===== config.mk =====
export PLATFORM = sky130hd
export DESIGN_NAME = sched_store_seq
export DESIGN_NICKNAME = d
export VERILOG_FILES = /design/src/rtl/sched_pkg.sv /design/src/rtl/sched_prio_enc.sv /design/src/rtl/sched_store_seq.sv
export SDC_FILE = /design/constraint.sdc
export NUM_CORES = 1
export LEC_CHECK = 0
export ABC_AREA = 0
export BUFFER_PORTS_ARGS = -buffer_cell sky130_fd_sc_hd__buf_4
export CORE_ASPECT_RATIO = 0.6
export CORE_MARGIN = 8
export CORE_UTILIZATION = 37
export CTS_CLUSTER_DIAMETER = 200
export DETAILED_ROUTE_END_ITERATION = 10
export SYNTH_ARGS = -nofsm -noshare
export SYNTH_HDL_FRONTEND = slang
export SYNTH_SLANG_ARGS = --single-unit
export TNS_END_PERCENT = 1

===== constraint.sdc =====
create_clock -name clk -period 1.55 [get_ports clk]
set_input_delay 0.31 -clock clk [delete_from_list [all_inputs] [get_ports clk]]
set_output_delay 0.31 -clock clk [all_outputs]
set_load 0.03 [all_outputs]

===== src/rtl/sched_pkg.sv =====
// Shared schedule encodings: master/slave FSM codes, store channel indices
// and the store-sequencer state type.
package sched_pkg;

  localparam int MAST_FSM_BITS = 3;
  localparam logic [MAST_FSM_BITS-1:0] M_IDLE  = 3'd0;
  localparam logic [MAST_FSM_BITS-1:0] M_LEFT  = 3'd1;
  localparam logic [MAST_FSM_BITS-1:0] M_BASE  = 3'd2;
  localparam logic [MAST_FSM_BITS-1:0] M_RIGHT = 3'd3;
  localparam logic [MAST_FSM_BITS-1:0] M_FSLD  = 3'd7;

  localparam int SLV_FSM_BITS = 2;
  localparam logic [SLV_FSM_BITS-1:0] S_IDLE = 2'd0;
  localparam logic [SLV_FSM_BITS-1:0] S_TOP  = 2'd1;
  localparam logic [SLV_FSM_BITS-1:0] S_MID  = 2'd2;
  localparam logic [SLV_FSM_BITS-1:0] S_BOTT = 2'd3;

  localparam int CH_KER  = 0;
  localparam int CH_BIAS = 1;
  localparam int CH_IF   = 2;

  typedef enum logic [2:0] {
    SEQ_IDLE,
    SEQ_SEL,
    SEQ_START,
    SEQ_WAIT,
    SEQ_END
  } seq_state_e;

endpackage


===== src/rtl/sched_prio_enc.sv =====
// Lowest-set-bit priority encoder: index of the lowest requesting channel
// plus a valid bit when any request is present.
module sched_prio_enc #(
  parameter int NUM_CH = 3,
  parameter int CH_W   = (NUM_CH > 1) ? $clog2(NUM_CH) : 1
) (
  input  logic [NUM_CH-1:0] req,
  output logic [CH_W-1:0]   idx,
  output logic              vld
);

  // Scan from the top down so the lowest set bit is written last and wins.
  always_comb begin
    idx = '0;
    vld = |req;
    for (int unsigned i = NUM_CH; i > 0; i--) begin
      if (req[i-1]) idx = CH_W'(i - 1);
    end
  end

endmodule


===== src/rtl/sched_store_seq.sv =====
// Store-module sequencer: runs the masked channels one at a time, lowest
// index first, on FSLD entry or a load request, with timeout and abort.
module sched_store_seq
  import sched_pkg::*;
#(
  parameter int                       NUM_CH        = 3,
  parameter int                       MAST_FSM_BITS = 3,
  parameter logic [MAST_FSM_BITS-1:0] FSLD_CODE     = MAST_FSM_BITS'(7),
  parameter int                       TIMEOUT_CYC   = 1024,
  parameter int                       CH_W          = (NUM_CH > 1) ? $clog2(NUM_CH) : 1
) (
  input  logic                     clk,
  input  logic                     reset,
  input  logic [MAST_FSM_BITS-1:0] mast_curr_state,
  input  logic [NUM_CH-1:0]        ch_en_mask,
  input  logic                     load_req,
  input  logic [NUM_CH-1:0]        store_busy,
  input  logic [NUM_CH-1:0]        store_done,
  output logic [NUM_CH-1:0]        start_store,
  output logic [CH_W-1:0]          cur_ch,
  output logic                     seq_busy,
  output logic                     flag_seq_end,
  output logic                     flag_fsld_end,
  output logic                     timeout_err
);

  localparam int              TO_W    = (TIMEOUT_CYC > 1) ? $clog2(TIMEOUT_CYC) : 1;
  localparam logic [TO_W-1:0] TO_LAST = TO_W'(TIMEOUT_CYC - 1);
  localparam bit              TO_EN   = (TIMEOUT_CYC != 0);

  seq_state_e                 state_q, state_d;
  logic [MAST_FSM_BITS-1:0]   mast_prev;
  logic [NUM_CH-1:0]          rem;
  logic                       fsld_src;
  logic [TO_W-1:0]            to_cnt;
  logic [CH_W-1:0]            enc_idx;
  logic                       enc_vld;
  logic                       in_fsld, trig_fsld, abort;
  logic                       go, sel_load, fire, ch_done, to_hit;

  sched_prio_enc #(
    .NUM_CH (NUM_CH),
    .CH_W   (CH_W)
  ) u_prio_enc (
    .req (rem),
    .idx (enc_idx),
    .vld (enc_vld)
  );

  assign in_fsld   = (mast_curr_state == FSLD_CODE);
  assign trig_fsld = in_fsld && (mast_prev != FSLD_CODE);
  assign abort     = fsld_src && !in_fsld &&
                     (state_q inside {SEQ_SEL, SEQ_START, SEQ_WAIT});

  always_comb begin
    state_d  = state_q;
    go       = 1'b0;
    sel_load = 1'b0;
    fire     = 1'b0;
    ch_done  = 1'b0;
    to_hit   = 1'b0;
    if (abort) begin
      state_d = SEQ_IDLE;
    end else begin
      case (state_q)
        SEQ_IDLE: begin
          if (trig_fsld || load_req) begin
            go      = 1'b1;
            state_d = SEQ_SEL;
          end
        end
        SEQ_SEL: begin
          if (!enc_vld) begin
            state_d = SEQ_END;
          end else begin
            sel_load = 1'b1;
            state_d  = SEQ_START;
          end
        end
        SEQ_START: begin
          if (!store_busy[cur_ch] && !store_done[cur_ch]) begin
            fire    = 1'b1;
            state_d = SEQ_WAIT;
          end
        end
        SEQ_WAIT: begin
          if (store_done[cur_ch]) begin
            ch_done = 1'b1;
            state_d = SEQ_SEL;
          end else if (TO_EN && (to_cnt == TO_LAST)) begin
            to_hit  = 1'b1;
            state_d = SEQ_IDLE;
          end
        end
        SEQ_END:  state_d = SEQ_IDLE;
        default:  state_d = SEQ_IDLE;
      endcase
    end
  end

  always_ff @(posedge clk or negedge reset) begin
    if (!reset) state_q <= SEQ_IDLE;
    else        state_q <= state_d;
  end

  always_ff @(posedge clk or negedge reset) begin
    if (!reset) begin
      mast_prev   <= '0;
      rem         <= '0;
      fsld_src    <= 1'b0;
      to_cnt      <= '0;
      cur_ch      <= '0;
      start_store <= '0;
      timeout_err <= 1'b0;
    end else begin
      mast_prev   <= mast_curr_state;
      start_store <= '0;
      if (go) begin
        rem         <= ch_en_mask;
        fsld_src    <= trig_fsld;
        timeout_err <= 1'b0;
      end
      if (sel_load) cur_ch <= enc_idx;
      if (fire)     start_store <= NUM_CH'(1) << cur_ch;
      if (ch_done)  rem[cur_ch] <= 1'b0;
      // Counter only runs while staying in WAIT, so each channel starts from zero.
      if ((state_q == SEQ_WAIT) && (state_d == SEQ_WAIT)) to_cnt <= to_cnt + TO_W'(1);
      else                                                to_cnt <= '0;
      if (to_hit)   timeout_err <= 1'b1;
    end
  end

  assign seq_busy      = (state_q != SEQ_IDLE);
  assign flag_seq_end  = (state_q == SEQ_END);
  assign flag_fsld_end = (state_q == SEQ_END) && fsld_src && in_fsld;

endmodule


# Yosys cells after proc, flatten, opt, wreduce, memory -nomap -nowiden
# Cells that the tools add are included.
dict set report word_totals {
  reg_bits 26
  in_bits 15
  out_inout_bits 9
}
dict set report classes {
  muxes 38
  bitwise 2
  n_eq_ne 8
  add_sub_neg 1
  reduce_logical 17
  n_lt_le_gt_ge 2
  shifts 1
}
# cell count
set ops {}
lappend ops {{$mux W3} 9}
lappend ops {{$mux W1} 21}
lappend ops {{$pmux W3 S4} 1}
lappend ops {{$add A10 B1 Y10 const B} 1}
lappend ops {{$eq A10 B10 Y1 const B} 1}
lappend ops {{$mux W10} 1}
lappend ops {{$eq A3 B2 Y1 const B} 3}
lappend ops {{$logic_and A1 B1 Y1} 8}
lappend ops {{$eq A3 B3 Y1 const B} 2}
lappend ops {{$mux W2} 3}
lappend ops {{$reduce_bool A3 Y1} 2}
lappend ops {{$bmux W1 S2} 2}
lappend ops {{$and A3 B3 Y3} 1}
lappend ops {{$eq A3 B1 Y1 const B} 1}
lappend ops {{$logic_not A1 Y1} 3}
lappend ops {{$logic_not A3 Y1} 1}
lappend ops {{$lt A2 B3 Y1 const B} 1}
lappend ops {{$ne A3 B3 Y1 const B} 1}
lappend ops {{$not A3 Y3} 1}
lappend ops {{$reduce_or A3 Y1} 1}
lappend ops {{$shl A1 B2 Y3 const A} 1}
lappend ops {{$demux W1 S2} 1}
lappend ops {{$ge A2 B1 Y1 const B} 1}
lappend ops {{$reduce_bool A2 Y1} 1}
lappend ops {{$logic_or A1 B1 Y1} 1}

# Logic depth before layout (Yosys ltp)
dict set report depth {
  depth_word 10
  mapped_depth 6
  mapped_depth_nobuf 5
}

# By module
# A second synthesis with hierarchy kept.
dict set report hier_totals {
  hier_cells 122
  area_unflattened_um2 1261.2
}
# module n_inst cells_per_inst area_each_um2
set modules_own_cells {}
lappend modules_own_cells {sched_store_seq 1 119 1241.2}
lappend modules_own_cells {sched_prio_enc 1 3 20.0}

# Worst setup path after synthesis
# Ideal clock, no wire load.
dict set report synth_timing {
  path_type {register to output}
  from {reg state_q[0]}
  to {out flag_fsld_end}
  setup_slack_ns -0.426
  t_arrival_ns 1.666
  required_ns 1.240
  stages_incl_launch_ff 3
  path_buffers 0
  cell_sequence {dfrtp_1 > or2_4 > nor4_1}
}
dict set report synth_between {
  elab_chain_cells 3
}
# item line
set synth_lines {}
lappend synth_lines {{from (decl)} sched_store_seq.sv:31} ;# seq_state_e state_q, state_d;
lappend synth_lines {{from (signal assigned)} sched_store_seq.sv:103} ;# else state_q <= state_d;
lappend synth_lines {{$eq A3 B3 Y1} sched_store_seq.sv:135} ;# assign flag_fsld_end = (state_q == SEQ_END) && fsld_src && in_fsld;
lappend synth_lines {{$logic_and A1 B1 Y1 (2 in series)} sched_store_seq.sv:135}
lappend synth_lines {{to (decl)} sched_store_seq.sv:23} ;# output logic flag_fsld_end,
# No other way between the ends.

# Worst setup path after layout
# Ends and elaborated chain as after synthesis.

==> impl_metrics.py <==
metrics = {
    "run_status": {
        "status": "complete, but fails checks",
        "violations": "setup timing",
    },
    "synth": {
        "ys_seq_elements": 26,
        "syn_avg_cell_area_um2": 10.84,
        "synth_top_area_share_pct": 48.42,
        "syn_nets": 140,
        "synth_cells": 124,
        "yosysUniqueCellTypes": 40,
        "yosysTopAreaCell": "dfrtp_1",
        "yosysSeqAreaShare_pct": 48.42,
        "synth_area_leaders": "dfrtp_1 (48%), nor2_1 (4.7%), xnor2_1 (3.9%)",
        "synthesis.area_um2": 1344,
        "yosys_warnings": 0,
    },
    "cts": {
        "cts_root_buffer": "clkbuf_8",
        "cts_buffers": 3,
        "cts_tree": "done",
        "clkSlewWorstSetupHoldPaths_ps": 90,
        "h-tree-depth": 1,
        "cts_buffer_depth": 2,
        "clkLatencyLatePin_ps": 270,
        "clock_sinks": 26,
    },
    "worst_hold_path": {
        "hold_class": "in2reg",
        "min_from": "mast_curr_state[0]",
        "holdPathStages": 1,
        "whs_endpoint": "mast_prev[0]",
    },
    "placed_design": {
        "numPortBuffers": 23,
        "placedCellCount": 200,
        "place_ws_ps": 52.96,
        "hpwlAfterDp_um": 2376,
        "gp_congestion": 0.8776,
    },
    "die": {
        "core.rowCount": 17,
        "die_width_um": 93.80,
        "core_area_um2": 3573,
        "initial_core_util_pct": 37.61,
        "dieArea_um2": 5879,
        "die_h_um": 62.68,
        "io_pins": 24,
    },
    "layout": {
        "layout-drive-gt1-share_pct": 33.33,
        "final_cells": 206,
        "n_antenna_cell": 0,
        "num-nets-final": 176,
        "layout_commonest_cell": "buf_4",
        "final_cell_mix": "buf_4 (31), dfrtp_1 (25), nor2_1 (17)",
        "area_growth_pct": 29.42,
        "finalCoreUtilization_pct": 48.67,
    },
    "sta": {
        "tightest_slew_ps": 403.4,
        "whs_ps": 155.2,
        "fin_crit_sh_pct": 103.8,
        "final-max-slew-violation-count": 0,
        "period_needed_ps": 1609,
        "setup-violations-final": 3,
        "rsz0062_at_grt": "true",
        "setup_slack_ps": -59.13,
        "timing_hold_violations_final": 0,
        "slew_headroom_pct": 72.86,
        "fmax_mhz": 621.5,
        "skew_ps": 5.251,
    },
    "power": {
        "p_int_mw": 1.686,
        "pwr-share-comb_pct": 44.8,
        "p_per_area_nw_per_um2": 1544,
        "pwr-share-clk_pct": 21.0,
        "switchingPower_mw": 0.9986,
        "power_leakage_nw": 0.7683,
        "switching_share_pct": 37.19,
        "pwr-share-seq_pct": 34.2,
        "ir_drop_v": 0.0006275,
    },
    "worst_setup_path": {
        "endpoint_kind": "primary output",
        "reg2reg_depth": 6,
        "critical_path_required_ps": 1240,
        "regToRegEndpoint": "to_cnt[2]",
        "crit_arrival_ps": 1300,
        "critPathLaunchType": "register",
        "critPathKind": "reg2out",
        "r2r_slack_ps": 80,
        "timing.rr.start": "to_cnt[0]",
        "critPathMaxFanout": 5,
    },
    "grt": {
        "grt_pass1_vias": 1082,
        "antenna_found_initial": 0,
        "grt_start_max_net_pins": 27,
        "grt_pass1_wl_um": 5223,
        "grt-ovfl-total": 0,
        "grt_usage_pct": 11.29,
    },
    "flow_run": {
        "max-cap-violations": 0,
    },
    "drt": {
        "wire_per_inst_um": 14.86,
        "vias_per_cell": 5.121,
        "routed_wl_um": 3062,
        "ant_nets": 0,
        "vias": 1055,
        "drc": 0,
        "first_iter_violations": 86,
        "dr.pass1.iters": 4,
    },
}
-- how the worst max path moves through the flow --
stage | cells past startpoint | to | from
after global routing | 3 | flag_fsld_end | state_q[0]
after global placement | 5 | rem[0] | mast_curr_state[2]
after detailed placement | 5 | to_cnt[7] | cur_ch[1]
after floorplan | 5 | start_store[0] | cur_ch[0]
after CTS | 3 | flag_fsld_end | state_q[0]
final | 3 | flag_fsld_end | state_q[0]
-- logic make-up (layout without fill, tap and decap cells) --
group	after synthesis	count (layout)	share of synthesized area, %
flops	26	26	48.42
mux	2	2	2.421
fa+ha+maj	1	1	0.9309
simple gates	52	52	22.53
compound gates	25	25	16.48
xor+xnor	8	8	5.214
buf+inv	10	45	4.003
-- state kept, by name (all words and copies together), names as in the netlist --
signal	flops
rem	3
timeout_err	1
state_q	3
mast_prev	3
fsld_src	1
start_store	3
cur_ch	2
to_cnt	10
-- what timing repair did --
action,4_1_cts,5_1_grt
gates resized for setup,3,2
buffers inserted,1,0
hold buffers,1,0
pin swaps,1,2
setup endpoints to repair,3,17
endpoints found under the hold margin,26,0
-- power by group through the flow --
stage	clock network (mW)	registers (mW)	logic, mW
after global placement	0	0.931	1.12
after global routing	0.612	0.930	1.29
final	0.563	0.919	1.20
after detailed placement	0	0.936	1.14
after CTS	0.580	0.916	1.20
after floorplan	0	0.977	0.747
-- cell usage after synthesis --
cell and number:
inv_2 1, xnor2_1 6, nor4_1 3, inv_1 6, ha_1 1, nor3b_1 1, nor3_2 1, a211oi_1 1
or2_4 1, mux2i_1 1, mux2i_4 1, dfrtp_1 26, a31oi_2 1, xor2_1 2, nor2b_4 1, nand4bb_1 1
a32o_1 1, a2bb2oi_4 1, o31a_1 2, a21o_1 1, a31o_2 1, buf_2 1, nor3_1 5, o21ai_0 4
o211a_1 1, nand3_1 7, and2_2 1, a21oi_1 7, nand4_1 4, buf_6 2, o2111ai_1 1, nand2_1 2
and2_1 1, nor3b_2 3, nor2_1 17, o2111a_1 2, a2111oi_4 1, nor2_2 1, o21a_1 1, and3_1 3
-- metrics by stage --
stage                     setup TNS, ps  power (mW)  cell area [um^2]
after floorplan                  -494.2       1.724              1359
after global placement                0       2.055              1630
after detailed placement              0       2.076              1630
after CTS                        -149.0       2.696              1732
after global routing             -357.3       2.835              1739
final                            -109.0       2.685              1739
-- worst max-delay path: stages (launching register included) --
cell and delay [ps]:
dfrtp_1 410, or2_4 280, nor4_4 160, buf_6 170
-- per-layer routing --
| layer | share of wire (%) | global-route usage (%) |
|---|---|---|
| met1 | 50 | 15.48 |
| met2 | 42 | 15.48 |
| met3 | 6.6 | 4.317 |
| met4 | 1.4 | 4.126 |
| met5 | 0 | 0 |
-- cell type report --
class	count	area, um^2
clock buffers	3	41.29
clock inverters	1	30.03
fillers	341	1834
inverters	7	26.28
multi-input cells	88	665.6
flip-flops and latches	26	651.9
well taps	47	58.81
repair buffers	34	265.3
No activity file was read; power rests on OpenSTA's default activity.
